--- src/rtl/lsu_ctrl.sv ---
// rtl/lsu_ctrl.sv - load/store control stage, one transaction in flight (optional MISALIGN_TRAP_EN)
module lsu_ctrl #(
    parameter int ADDR_W  = 64,
    parameter int DATA_W  = 64,
    parameter int MEM_LAT = 1
) (
    input  logic              clk,
    input  logic              rst,
    input  logic              req_valid,
    output logic              req_ready,
    input  logic              req_we,
    input  logic [2:0]        req_funct3,
    input  logic [ADDR_W-1:0] req_addr,
    input  logic [DATA_W-1:0] req_wdata,
    output logic              resp_valid,
    input  logic              resp_ready,
    output logic [DATA_W-1:0] resp_rdata,
    output logic              resp_err,
    output logic              mem_ren,
    output logic [ADDR_W-1:0] mem_raddr,
    input  logic [DATA_W-1:0] mem_rdata,
    output logic              mem_wen,
    output logic [ADDR_W-1:0] mem_waddr,
    output logic [DATA_W-1:0] mem_wdata,
    output logic [3:0]        mem_wmask
);

    typedef enum logic [1:0] {IDLE, RD, WR, RESP} state_t;

    localparam logic [3:0] LAST_CNT = 4'(MEM_LAT - 1);

    state_t            state_q, state_d;
    logic [3:0]        cnt_q, cnt_d;
    logic [2:0]        funct3_q, funct3_d;
    logic              req_ready_q, req_ready_d;
    logic              resp_valid_q, resp_valid_d;
    logic [DATA_W-1:0] resp_rdata_q, resp_rdata_d;
    logic              resp_err_q, resp_err_d;
    logic              mem_ren_q, mem_ren_d;
    logic [ADDR_W-1:0] mem_raddr_q, mem_raddr_d;
    logic              mem_wen_q, mem_wen_d;
    logic [ADDR_W-1:0] mem_waddr_q, mem_waddr_d;
    logic [DATA_W-1:0] mem_wdata_q, mem_wdata_d;
    logic [3:0]        mem_wmask_q, mem_wmask_d;
    logic              req_misaligned;

    function automatic logic [DATA_W-1:0] load_extend(input logic [2:0]        f3,
                                                      input logic [DATA_W-1:0] dw,
                                                      input logic [2:0]        lane);
        logic [DATA_W-1:0] sh;
        sh = dw >> {lane, 3'b000};
        case (f3)
            3'b000:  return {{56{sh[7]}},  sh[7:0]};
            3'b001:  return {{48{sh[15]}}, sh[15:0]};
            3'b010:  return {{32{sh[31]}}, sh[31:0]};
            3'b100:  return {56'd0, sh[7:0]};
            3'b101:  return {48'd0, sh[15:0]};
            3'b110:  return {32'd0, sh[31:0]};
            default: return sh;
        endcase
    endfunction

    function automatic logic [3:0] size_mask(input logic [1:0] size);
        case (size)
            2'b00:   return 4'b0001;
            2'b01:   return 4'b0010;
            2'b10:   return 4'b0100;
            default: return 4'b1000;
        endcase
    endfunction

`ifdef MISALIGN_TRAP_EN
    always_comb begin
        case (req_funct3[1:0])
            2'b01:   req_misaligned = req_addr[0];
            2'b10:   req_misaligned = |req_addr[1:0];
            2'b11:   req_misaligned = |req_addr[2:0];
            default: req_misaligned = 1'b0;
        endcase
    end
`else
    assign req_misaligned = 1'b0;
`endif

    always_comb begin
        state_d      = state_q;
        cnt_d        = cnt_q;
        funct3_d     = funct3_q;
        req_ready_d  = req_ready_q;
        resp_valid_d = resp_valid_q;
        resp_rdata_d = resp_rdata_q;
        resp_err_d   = resp_err_q;
        mem_ren_d    = mem_ren_q;
        mem_raddr_d  = mem_raddr_q;
        mem_wen_d    = mem_wen_q;
        mem_waddr_d  = mem_waddr_q;
        mem_wdata_d  = mem_wdata_q;
        mem_wmask_d  = mem_wmask_q;
        case (state_q)
            IDLE: begin
                if (req_valid) begin
                    funct3_d     = req_funct3;
                    cnt_d        = 4'd0;
                    req_ready_d  = 1'b0;
                    resp_err_d   = 1'b0;
                    resp_rdata_d = '0;
                    if (req_misaligned) begin
                        // Trapped accesses never touch memory
                        state_d      = RESP;
                        resp_valid_d = 1'b1;
                        resp_err_d   = 1'b1;
                    end else if (req_we) begin
                        state_d     = WR;
                        mem_wen_d   = 1'b1;
                        mem_waddr_d = req_addr;
                        mem_wdata_d = req_wdata << {req_addr[2:0], 3'b000};
                        mem_wmask_d = size_mask(req_funct3[1:0]);
                    end else begin
                        state_d     = RD;
                        mem_ren_d   = 1'b1;
                        mem_raddr_d = req_addr;
                    end
                end
            end
            RD: begin
                if (cnt_q == LAST_CNT) begin
                    state_d      = RESP;
                    mem_ren_d    = 1'b0;
                    resp_valid_d = 1'b1;
                    resp_rdata_d = load_extend(funct3_q, mem_rdata, mem_raddr_q[2:0]);
                end else begin
                    cnt_d = cnt_q + 4'd1;
                end
            end
            WR: begin
                state_d      = RESP;
                mem_wen_d    = 1'b0;
                resp_valid_d = 1'b1;
            end
            RESP: begin
                if (resp_ready) begin
                    state_d      = IDLE;
                    resp_valid_d = 1'b0;
                    req_ready_d  = 1'b1;
                end
            end
            default: state_d = IDLE;
        endcase
    end

    always_ff @(posedge clk or posedge rst) begin
        if (rst) begin
            state_q      <= IDLE;
            cnt_q        <= 4'd0;
            funct3_q     <= 3'd0;
            req_ready_q  <= 1'b1;
            resp_valid_q <= 1'b0;
            resp_rdata_q <= '0;
            resp_err_q   <= 1'b0;
            mem_ren_q    <= 1'b0;
            mem_raddr_q  <= '0;
            mem_wen_q    <= 1'b0;
            mem_waddr_q  <= '0;
            mem_wdata_q  <= '0;
            mem_wmask_q  <= 4'd0;
        end else begin
            state_q      <= state_d;
            cnt_q        <= cnt_d;
            funct3_q     <= funct3_d;
            req_ready_q  <= req_ready_d;
            resp_valid_q <= resp_valid_d;
            resp_rdata_q <= resp_rdata_d;
            resp_err_q   <= resp_err_d;
            mem_ren_q    <= mem_ren_d;
            mem_raddr_q  <= mem_raddr_d;
            mem_wen_q    <= mem_wen_d;
            mem_waddr_q  <= mem_waddr_d;
            mem_wdata_q  <= mem_wdata_d;
            mem_wmask_q  <= mem_wmask_d;
        end
    end

    assign req_ready  = req_ready_q;
    assign resp_valid = resp_valid_q;
    assign resp_rdata = resp_rdata_q;
    assign resp_err   = resp_err_q;
    assign mem_ren    = mem_ren_q;
    assign mem_raddr  = mem_raddr_q;
    assign mem_wen    = mem_wen_q;
    assign mem_waddr  = mem_waddr_q;
    assign mem_wdata  = mem_wdata_q;
    assign mem_wmask  = mem_wmask_q;

endmodule
--- config.mk ---
export PLATFORM = sky130hd
export DESIGN_NAME = lsu_ctrl
export DESIGN_NICKNAME = d
export VERILOG_FILES = /design/src/rtl/lsu_ctrl.sv
export SDC_FILE = /design/constraint.sdc
export NUM_CORES = 1
export LEC_CHECK = 0
export ABC_CLOCK_PERIOD_IN_PS = 12850
export CORE_AREA = 2 2 180 182
export CTS_CLUSTER_SIZE = 40
export DETAILED_ROUTE_END_ITERATION = 8
export DIE_AREA = 0 0 182 184
export PLACE_DENSITY = 0.85
export SETUP_SLACK_MARGIN = 0.5
export SLEW_MARGIN = 5
export SYNTH_ARGS = -nofsm -noshare
export SYNTH_HDL_FRONTEND = slang
export SYNTH_SLANG_ARGS = --single-unit
--- constraint.sdc ---
create_clock -name clk -period 12.85 [get_ports clk]
set_clock_uncertainty 0.15 [all_clocks]
set_input_delay 1.285 -clock clk [delete_from_list [all_inputs] [get_ports clk]]
set_output_delay 1.285 -clock clk [all_outputs]
set_load 0.05 [all_outputs]
==> summary.md, run 1 <==
| Metric | Value |
|---|---|
| Status | finished clean |
| Final TNS setup | 0 ns |
| Start point of the critical path | mem_raddr[0] |
| Starting density of the core | approximately 44% |
| Number of clock buffers inserted by TritonCTS | 29 |
| Largest incremental delay on the critical path | 0.94 ns |
| Iteration-0 DRC count of the detailed router | around 1.2k |
| VDD IR-drop max | 0.0002544 V |
| Pwr dens | 291.6 mW/mm^2 |
| End-of-flow core utilization | a little over three fifths |
| Worst min-delay path category | reg2reg |
| Buffer count from post-CTS setup fixing | 0 |
| Cell depth of the worst flop-to-flop path | 6 |
| Worst Path Max Fanout | 41 |
| Total routed wirelength | 48530 um |
| WHS | 0.3144 ns |
| Area of the die | around 0.033 sq mm |
| Area of the placeable core | 0.03139 sq mm |
| Critical Setup Path Class | reg2out |
| Fraction of final layout cells sized beyond drive strength 1 | 12.24% |
| Post_cts resized | 0 |
| Vias in the first global route | 12.48k |
| Nets | 1931 |
| Minimum setup slack among reg-to-reg paths | between 8 and 9 ns |
| Number of flops mapped to enable cells by yosys | 0 |
| Maximum level of the CTS H-tree | 1 |
| Highest routed metal layer | met4 |
| Period utilisation layout | between 30% and 40% |
| Netlist area before placement | 0.01384 sq mm |
| Worst flop-to-flop path startpoint | mem_raddr[0] |
| Xor/xnor cell area share of the yosys netlist | 0% |
| Synth-to-Final Area Change | 42.12% |
| Clock-pin transition on the worst setup and hold timing paths | 0.06 ns |
| Combinational family with the most area after synthesis | multiplexers |
| Adder-cell share of the synthesized area | less than 1% |
| Area used by multi-input combinational logic | 0.006499 sq mm |
| HPWL reported at the end of detailed placement | 34390 um |
| Slew Limit Headroom | 22.82% |
| Wire length of the first global-routing pass | 73570 um |
| Post-synthesis cell count | 1322 |
| Number of port buffers | 463 |
| Clock tree from TritonCTS | done |
| Layout fillers | 2439 |
| Final setup violating endpoints | 0 |
| Number of core rows | 65 |
| Drc violations | 0 |
| Post-synthesis sequential element count | about 270 |
| IO Count | 465 |
| Capture point of the critical path | mem_raddr[0] |
| Clock tree root driver cell | sky130_fd_sc_hd__clkbuf_16 |
| Die boundary height | 184 um |
| Metal-1 WL | 17480 um |
| Final count of pins violating max slew | 0 |
| Crit path time final | 4.365 ns |
| Fraction of synthesized area in multiplexers | 21.48% |
| Cell with the largest stage delay on the worst path | sky130_fd_sc_hd__clkdlybuf4s50_1 |
| Synth async-reset ratio | 100.0% |
| Data required time at the worst endpoint | around 11 ns |
| Synthesis warning total | 0 |
| Endpoint class of the critical path | output pin |
| Final global-route overflow total | 0 |
| Mapped Avg Cell Area | 10.47 sq um |
| Unique masters post-synth | 51 |
| Avg Vias per Cell | about 5.8 |
| Number of nets produced by synthesis | roughly 1.5k |
| Most common cell after layout, fill and taps aside | sky130_fd_sc_hd__clkdlybuf4s50_1 |
| Standby leakage power | slightly below 9 nW |
| Insertion delay to the later sink of the worst-skew pair | 0.55 ns |
| Detailed route wirelength on metal3 | 5041 um |
| Commonest cells after routing, fill and taps aside | 461 x sky130_fd_sc_hd__clkdlybuf4s50_1, 353 x sky130_fd_sc_hd__nand2_1, 270 x sky130_fd_sc_hd__dfrtp_1, 103 x sky130_fd_sc_hd__o21ai_0, 98 x sky130_fd_sc_hd__mux2i_1 |
| Vias | about 12k |
| Worst path arrival time | 2.93 ns |
| Routed wirelength normalized by instance count | 22.56 um |
| Startpoint kind of the worst setup timing path | flop |
| Actual slew at the worst max-slew pin | 1.147 ns |
| RSZ-0062 raised after global routing | false |
| Die width | 182 um |
| Area of all sequential standard cells | 0.006835 sq mm |
| Number of max-cap violations | 0 |
| Critical R2R Capture | resp_rdata[53] |
| Flip-flop cell with the highest count after synthesis | sky130_fd_sc_hd__dfrtp_1 |
| Worst-path cell chain | buf_4, clkdlybuf4s50_1 |
| Routability congestion estimate from global placement | 0.9803 |
| Clock tree sinks | 273 |
| Pin count of the biggest net entering global routing | approximately 140 |
| GRT Resource Usage Total | 28.25% |
| DRT Pass-1 Iters | 5 |
| Highest achievable clock rate | ~0.23 GHz |
| Sequential fraction of the synthesis area | 49.36% |
| Count of antenna-violating nets left after detailed routing | 0 |
| Fraction of the mapped netlist area in simple logic gates | 12.94% |
| Detail Route met2 WL | ~24000 um |
| Number of failing hold endpoints at the final stage | 0 |
| Compound-gate portion of the synthesized area | 11.84% |
| Hold-fix buffers at CTS | 0 |
| Antenna violations before repair | 0 |
| Clock Tree Buf Depth | 3 |
[state kept, by name (all words and copies together), names as in the netlist, 2 cells and up]
| name | count |
|---|---|
| cnt_q | 4 |
| funct3_q | 3 |
| mem_raddr | 64 |
| mem_waddr | 64 |
| mem_wdata | 64 |
| mem_wmask | 4 |
| resp_rdata | 64 |
| state_q | 2 |
[Yosys cell counts (all sizes together), types with 2 or more instances]
library cell / instances / area share, %
a221oi: 8 / 0.51
or2: 3 / 0.14
nand2: 354 / 9.6
nor2b: 3 / 0.14
clkbuf: 51 / 1.4
inv: 16 / 0.43
a31oi: 2 / 0.20
a22oi: 23 / 1.2
a21o: 2 / 0.11
buf: 52 / 2.0
nor4: 2 / 0.090
o31ai: 11 / 0.78
or3: 2 / 0.090
mux2: 83 / 6.8
a211o: 7 / 0.44
and3: 3 / 0.14
mux2i: 98 / 7.1
nor3b: 3 / 0.20
nand3: 15 / 0.54
ha: 6 / 0.54
mux4: 47 / 7.6
a22o: 36 / 2.3
nor2: 38 / 1.0
dfrtp: 272 / 49
nand3b: 3 / 0.16
nand2b: 12 / 0.54
o22ai: 16 / 0.72
o21ai: 104 / 3.8
a21oi: 37 / 1.3
and2: 2 / 0.090
nor3: 2 / 0.072
[critical path: cells and delay by family (launching register included)]
family | cells | cell delay, ns
buffers and inverters | 2 | 1.52
flip-flops | 1 | 0.82
[where the power goes]
group          internal (mW)  total, mW  switching, mW
clock network          0.560      0.919          0.359
registers               1.23       1.49          0.263
logic                   1.13       3.33           2.20
[area by class of cell]
| type | instances | share of cell area, % |
|---|---|---|
| clock inverters | 13 | 1.011 |
| flip-flops and latches | 273 | 34.74 |
| repair buffers | 475 | 23.98 |
| clock buffers | 41 | 4.325 |
| multi-input cells | 930 | 33.03 |
| diodes | 1 | 0.01272 |
| inverters | 16 | 0.3434 |
| well taps | 402 | 2.557 |
[worst min-delay path by stage]
stage                        startpoint            end  cells past startpoint
after detailed placement   mem_wmask[1]   mem_wmask[1]                      2
after CTS                  mem_wmask[1]   mem_wmask[1]                      2
final                      mem_wmask[1]   mem_wmask[1]                      2
after global placement     mem_wmask[3]   mem_wmask[3]                      2
after floorplan                cnt_q[1]       cnt_q[1]                      1
after global routing      mem_waddr[30]  mem_waddr[30]                      2
[kinds of logic (layout without fill, tap and decap cells)]
logic type               after synthesis  after routing
other                                  1              2
buffers and inverters                119            545
adder cells (fa/ha/maj)                6              6
multiplexers                         228            228
flip-flops                           273            273
AO/OA/AOI/OAI                        251            251
AND/OR/NAND/NOR                      444            444
[metrics by stage]
step / setup slack [ns] / std cells / instance area (sq um) / total power [mW]
after floorplan: 3.893 / 1322 / 13840 / 3.678
after global placement: 8.203 / 2096 / 18620 / 4.736
after detailed placement: 8.133 / 2096 / 18620 / 4.795
after CTS: 8.446 / 2150 / 19670 / 5.746
after global routing: 8.310 / 2150 / 19670 / 5.975
final: 8.485 / 2151 / 19670 / 5.736
[per-layer routing]
layer,vias up,GRT usage [%]
li1,5456,-
met1,6091,33.99
met2,777,48.58
met3,136,7.389
met4,0,11.23
met5,-,0
No activity file was read; power rests on OpenSTA's default activity.
==> run 2, diff against run 1 <==
--- a/config.mk
+++ b/config.mk
@@ -5,12 +5,11 @@
 export SDC_FILE = /design/constraint.sdc
 export NUM_CORES = 1
 export LEC_CHECK = 0
-export ABC_CLOCK_PERIOD_IN_PS = 12850
-export CORE_AREA = 2 2 180 182
+export ABC_CLOCK_PERIOD_IN_PS = 4000
+export CORE_UTILIZATION = 42
 export CTS_CLUSTER_SIZE = 40
 export DETAILED_ROUTE_END_ITERATION = 8
-export DIE_AREA = 0 0 182 184
-export PLACE_DENSITY = 0.85
+export PLACE_DENSITY = 0.86
 export SETUP_SLACK_MARGIN = 0.5
 export SLEW_MARGIN = 5
 export SYNTH_ARGS = -nofsm -noshare
==> constraint.sdc (replaced) <==
create_clock -name clk -period 4 [get_ports clk]
set_clock_uncertainty 0.15 [all_clocks]
set_input_delay 0.4 -clock clk [delete_from_list [all_inputs] [get_ports clk]]
set_output_delay 0.4 -clock clk [all_outputs]
set_load 0.05 [all_outputs]
==> summary.md, run 2 (same netlist as run 1, synthesis figures left out) <==
| Metric | Value |
|---|---|
| Die boundary height | 183.6 um |
| Post_cts resized | 0 |
| Pin count of the biggest net entering global routing | 78 |
| Layout fillers | 2552 |
| Clock tree sinks | 273 |
| Worst flop-to-flop path startpoint | state_q[1] |
| Total routed wirelength | 48470 um |
| Fraction of final layout cells sized beyond drive strength 1 | 12.89% |
| Iteration-0 DRC count of the detailed router | between 1k and 1.5k |
| Net switching power | 9.053 mW |
| Standby leakage power | approximately 8.7 nW |
| Highest achievable clock rate | ~0.33 GHz |
| Share of power burned in registers | about a quarter |
| Period utilisation layout | 75.69% |
| Buffer count from post-CTS setup fixing | 0 |
| Final Cell Area | 0.01988 sq mm |
| Clock tree from TritonCTS | done |
| HPWL reported at the end of detailed placement | 34910 um |
| Final setup violating endpoints | 0 |
| Post-layout worst setup margin | 0.9724 ns |
| Antenna violations before repair | 3 |
| Area used by multi-input combinational logic | approximately 0.0065 sq mm |
| Internal power consumption | roughly 9.4 mW |
| Synth-to-Final Area Change | 43.58% |
| Crit path time final | 3.028 ns |
| RSZ-0062 raised after global routing | false |
| Die width | 183.6 um |
| Status | finished clean |
| Final count of pins violating max slew | 0 |
| Endpoint class of the critical path | flop |
| Worst path arrival time | about 3.4 ns |
| Hold-fix buffers at CTS | 0 |
| Number of clock buffers inserted by TritonCTS | 31 |
| Maximum level of the CTS H-tree | 1 |
| Clk pwr share | 16.0% |
| Worst slack at placement | around 0.77 ns |
| Count of antenna-violating nets left after detailed routing | 0 |
| Minimum setup slack among reg-to-reg paths | 0.97 ns |
| Startpoint kind of the worst setup timing path | flop |
| Post-Place Cells | between 2k and 2.5k |
| Clock Tree Buf Depth | 3 |
| Clock-pin transition on the worst setup and hold timing paths | 0.06 ns |
| Fin cells | 2206 |
| GRT Resource Usage Total | ~28% |
| Starting density of the core | a little over two fifths |
| Area of all sequential standard cells | roughly 0.007 sq mm |
| Wire length of the first global-routing pass | 73200 um |
| Most common cell after layout, fill and taps aside | sky130_fd_sc_hd__clkdlybuf4s50_1 |
| Data required time at the worst endpoint | 4.33 ns |
| Insertion delay to the later sink of the worst-skew pair | roughly 0.55 ns |
| Actual slew at the worst max-slew pin | 1.043 ns |
| Final global-route overflow total | 0 |
| Slew Limit Headroom | 30.48% |
| Number of port buffers | 463 |
| Vias | 12.57k |
| Area of the die | ~0.034 sq mm |
| Worst Path Max Fanout | 28 |
| Vias in the first global route | approximately 13k |
| Clock tree root driver cell | sky130_fd_sc_hd__clkbuf_16 |
| Routability congestion estimate from global placement | 0.9449 |
| Area of the placeable core | ~0.032 sq mm |
| Pwr dens | 928.8 mW/mm^2 |
| Number of core rows | 66 |
| Number of failing hold endpoints at the final stage | 0 |
| Commonest cells after routing, fill and taps aside | 461 x sky130_fd_sc_hd__clkdlybuf4s50_1, 353 x sky130_fd_sc_hd__nand2_1, 270 x sky130_fd_sc_hd__dfrtp_1, 103 x sky130_fd_sc_hd__o21ai_0, 98 x sky130_fd_sc_hd__mux2i_1 |
| Critical R2R Capture | resp_rdata[31] |
| VDD IR-drop max | 0.0006437 V |
| Combinational fraction of design power | roughly 58% |
| Number of max-cap violations | 0 |
| Routed wirelength normalized by instance count | 21.97 um |
| Worst min-delay path category | in2async |
| Placed standard-cell area | roughly 0.019 sq mm |
| Nets | a little under 2k |
| Critical Setup Path Class | reg2reg |
| Switching power share of the total | 49.04% |
| Drc violations | 0 |
| DRT Pass-1 Iters | 6 |
| IO Count | 465 |
| Cell depth of the worst flop-to-flop path | 8 |
| WHS | 0.2219 ns |
| Avg Vias per Cell | 5.697 |
-- run 2: cell types whose count changed in the layout (fill, tap and decap cells not counted) --
cell,delta
sky130_fd_sc_hd__diode_2,+2
sky130_fd_sc_hd__inv_8,-1
sky130_fd_sc_hd__clkbuf_16,+2
sky130_fd_sc_hd__clkbuf_8,+2
sky130_fd_sc_hd__buf_12,+4
sky130_fd_sc_hd__buf_4,+7
sky130_fd_sc_hd__bufinv_16,-2
sky130_fd_sc_hd__inv_6,+1
-- run 2: area by class of cell --
type | instances | share of cell area, %
clock inverter | 11 | 0.7050
antenna | 3 | 0.03777
inverter | 16 | 0.3210
tap | 442 | 2.782
multi-input combinational | 930 | 32.70
clock buffer | 45 | 4.671
timing repair buffer | 486 | 24.40
sequential | 273 | 34.39
-- run 2: power by group through the flow --
stage	logic, mW	registers [mW]	clock network [mW]
after floorplan	3.28	8.53	0
after global placement	10.5	4.77	0
after detailed placement	10.6	4.81	0
after CTS	10.7	4.80	3.01
after global routing	11.2	4.93	3.12
final	10.7	4.82	2.96
-- run 2: routing by layer --
layer / routed length (um) / track usage (%) / vias to the layer above / share of wire [%]
met3: 4675 / 7.231 / 164 / 9.6
met4: 2420 / 13.30 / 0 / 5.0
met2: 23540 / 47.27 / 730 / 49
li1: - / - / 5485 / -
met5: 0 / 0 / - / 0
met1: 17840 / 33.53 / 6188 / 37
-- run 2: how the worst max path moves through the flow --
stage,from,endpoint,slack (ns)
2_1_floorplan,rst,cnt_q[0],-0.16
3_3_place_gp,req_valid,resp_rdata[31],0.86
3_5_place_dp,req_valid,resp_rdata[31],0.77
4_1_cts,state_q[0],resp_rdata[31],1.0
5_1_grt,state_q[0],resp_rdata[16],0.81
6_report,state_q[1],resp_rdata[31],0.97
-- run 2: critical path: stages, from the launching register on --
cell and delay, ns:
sky130_fd_sc_hd__dfrtp_1 0.40, sky130_fd_sc_hd__inv_1 0.08, sky130_fd_sc_hd__ha_1 0.34, sky130_fd_sc_hd__nand2b_1 0.35, sky130_fd_sc_hd__and3_1 0.21, sky130_fd_sc_hd__buf_4 0.28, sky130_fd_sc_hd__and2_0 0.76, sky130_fd_sc_hd__o21ai_0 0.23
sky130_fd_sc_hd__nand3_1 0.14
-- run 2: per-stage QoR --
step | power [mW] | TNS [ns] | util, %
6_report | 18.46 | 0 | 61.25
2_1_floorplan | 11.82 | -43.14 | -
3_3_place_gp | 15.22 | 0 | 57.93
3_5_place_dp | 15.44 | 0 | 57.93
4_1_cts | 18.49 | 0 | 61.22
5_1_grt | 19.24 | 0 | 61.23
==> run 3, diff against run 2 <==
--- a/config.mk
+++ b/config.mk
@@ -5,7 +5,7 @@
 export SDC_FILE = /design/constraint.sdc
 export NUM_CORES = 1
 export LEC_CHECK = 0
-export ABC_CLOCK_PERIOD_IN_PS = 4000
+export ABC_CLOCK_PERIOD_IN_PS = 2700
 export CORE_UTILIZATION = 42
 export CTS_CLUSTER_SIZE = 40
 export DETAILED_ROUTE_END_ITERATION = 8
==> constraint.sdc (replaced) <==
create_clock -name clk -period 2.7 [get_ports clk]
set_clock_uncertainty 0.15 [all_clocks]
set_input_delay 0.27 -clock clk [delete_from_list [all_inputs] [get_ports clk]]
set_output_delay 0.27 -clock clk [all_outputs]
set_load 0.05 [all_outputs]
==> summary.md, run 3 (same netlist as run 1, synthesis figures left out) <==
| Metric | Value |
|---|---|
| Status | finished clean |
| Placed standard-cell area | 0.01922 sq mm |
| Final Cell Area | approximately 0.021 sq mm |
| Clock Tree Buf Depth | 3 |
| Avg Vias per Cell | 5.650 |
| Commonest cells after routing, fill and taps aside | 353 x sky130_fd_sc_hd__nand2_1, 352 x sky130_fd_sc_hd__clkdlybuf4s50_1, 269 x sky130_fd_sc_hd__dfrtp_1, 101 x sky130_fd_sc_hd__o21ai_0, 94 x sky130_fd_sc_hd__mux2i_1 |
| Clock tree from TritonCTS | done |
| Synth-to-Final Area Change | 49.86% |
| Largest incremental delay on the critical path | 0.56 ns |
| Slew Limit Headroom | a little over half |
| IO Count | 465 |
| Pin count of the biggest net entering global routing | 96 |
| Data required time at the worst endpoint | 3.01 ns |
| Critical Setup Path Class | reg2reg |
| Period utilisation layout | 82.79% |
| Final count of pins violating max slew | 0 |
| DRT Pass-1 Iters | 5 |
| Fraction of final layout cells sized beyond drive strength 1 | 16.33% |
| Die width | 183.6 um |
| Wire length of the first global-routing pass | 75150 um |
| Area of the die | 0.03369 sq mm |
| Routability congestion estimate from global placement | 0.9870 |
| Total routed wirelength | ~50000 um |
| Starting density of the core | 42.66% |
| Antenna violations before repair | 3 |
| Worst min-delay path category | in2reg |
| Iteration-0 DRC count of the detailed router | approximately 1.0k |
| Die boundary height | 183.6 um |
| Cell with the largest stage delay on the worst path | sky130_fd_sc_hd__dfrtp_4 |
| Vias in the first global route | 13.16k |
| Clock-pin transition on the worst setup and hold timing paths | around 0.060 ns |
| Endpoint class of the critical path | flop |
| Count of antenna-violating nets left after detailed routing | 0 |
| Worst-path cell chain | mux2i_1, mux4_2, o32ai_4, a31oi_4, buf_12, o31ai_2 |
| Most common cell after layout, fill and taps aside | sky130_fd_sc_hd__nand2_1 |
| Final setup violating endpoints | 0 |
| Area of the placeable core | 0.03245 sq mm |
| Start point of the critical path | mem_raddr[1] |
| Nets | 1997 |
| Worst path arrival time | 2.54 ns |
| Vias | 12.75k |
| Crit path time final | 2.235 ns |
| Clock tree root driver cell | sky130_fd_sc_hd__clkbuf_16 |
| GRT Resource Usage Total | about 29% |
| Maximum level of the CTS H-tree | 1 |
| Number of core rows | 66 |
| Drc violations | 0 |
| Routed wirelength normalized by instance count | around 22 um |
| Worst Path Max Fanout | 23 |
| HPWL reported at the end of detailed placement | approximately 36000 um |
| Insertion delay to the later sink of the worst-skew pair | 0.56 ns |
| Number of port buffers | 463 |
| Number of clock buffers inserted by TritonCTS | 30 |
| RSZ-0062 raised after global routing | true |
| Number of max-cap violations | 0 |
| Startpoint kind of the worst setup timing path | flop |
| Final TNS setup | 0 ns |
| Actual slew at the worst max-slew pin | about 0.68 ns |
| Worst flop-to-flop path startpoint | mem_raddr[1] |
| Hold Startpoint | req_addr[37] |
| Total design power | around 28 mW |
| Final global-route overflow total | 0 |
| Pwr dens | around 1400 mW/mm^2 |
| VDD IR-drop max | 0.0009744 V |
| Highest achievable clock rate | 0.4474 GHz |
| Standby leakage power | ~10 nW |
| Clock tree sinks | 273 |
| Layout fillers | 2435 |
| Number of failing hold endpoints at the final stage | 0 |
[run 3: changes by cell type in the layout (fill, tap and decap cells not counted), moves of 3 or more]
cell | before | now
sky130_fd_sc_hd__buf_12 | 4 | 15
sky130_fd_sc_hd__buf_4 | 20 | 54
sky130_fd_sc_hd__buf_6 | 0 | 4
sky130_fd_sc_hd__bufinv_16 | 3 | 7
sky130_fd_sc_hd__clkbuf_1 | 4 | 8
sky130_fd_sc_hd__clkbuf_8 | 10 | 3
sky130_fd_sc_hd__clkdlybuf4s50_1 | 461 | 352
sky130_fd_sc_hd__clkinv_2 | 5 | 2
sky130_fd_sc_hd__dlygate4sd2_1 | 0 | 44
sky130_fd_sc_hd__dlymetal6s2s_1 | 0 | 62
sky130_fd_sc_hd__mux2i_1 | 98 | 94
sky130_fd_sc_hd__mux2i_2 | 0 | 3
[run 3: power breakdown]
group | switching, mW | total, mW | internal, mW
clock | 1.71 | 4.56 | 2.84
combinational | 10.7 | 16.5 | 5.78
sequential | 1.17 | 7.02 | 5.85
total | 13.6 | 28.1 | 14.5
[run 3: cell type report]
cell class / instances / area (sq um) / share of cell area [%]
clock inverters: 12 / 244.0 / 1.176
clock buffers: 42 / 847.1 / 4.083
repair buffers: 539 / 5573 / 26.86
flip-flops and latches: 273 / 6839 / 32.97
well taps: 442 / 553.0 / 2.666
inverters: 16 / 63.81 / 0.3076
diodes: 1 / 2.502 / 0.01206
multi-input cells: 931 / 6623 / 31.92
[run 3: per-stage QoR]
stage | util, % | hold slack (ns) | cells | worst slack (ns)
after floorplan | - | 0.2182 | 1322 | -1.329
after detailed placement | 59.22 | 0.3112 | 2185 | 0.1538
after CTS | 62.92 | 0.09238 | 2248 | 0.4777
after global routing | 63.91 | 0.1125 | 2255 | 0.4119
after global placement | 59.22 | 0.3067 | 2185 | 0.1837
final | 63.92 | 0.1181 | 2256 | 0.4648
[run 3: timing repair]
action | 4_1_cts | 5_1_grt
setup buffers | 7 | 6
setup endpoints to repair | 161 | 251
endpoints found under the hold margin | 1 | 0
hold buffers | 1 | 0
gates cloned | 1 | 1
pin swaps | 1 | 1
gates resized for setup | 65 | 86
[run 3: final timing paths]
kind,to,cells after the start,slack [ns]
hold reg to reg,mem_wmask[1],2,0.32
setup reg to reg,resp_rdata[60],6,0.46
setup / recovery,resp_rdata[60],6,0.46
min in group asynchronous,mem_wdata[24],3,0.40
max in group asynchronous,resp_rdata[39],5,1.21
hold / removal,mem_waddr[37],3,0.12
[run 3: metal layers]
metal	global-route usage, %	vias to the layer above	wire length, um
met2	48.86	746	24180
li1	-	5600	-
met1	33.56	6210	18040
met5	0	-	18
met3	7.567	188	4877
met4	15.13	2	2987
[run 3: critical path, delay by kind of cell (launching register included)]
family / cells / cell delay (ns)
buffers and inverters: 1 / 0.20
DFF: 1 / 0.56
muxes: 2 / 0.72
AOI/OAI and AO/OA: 3 / 0.50
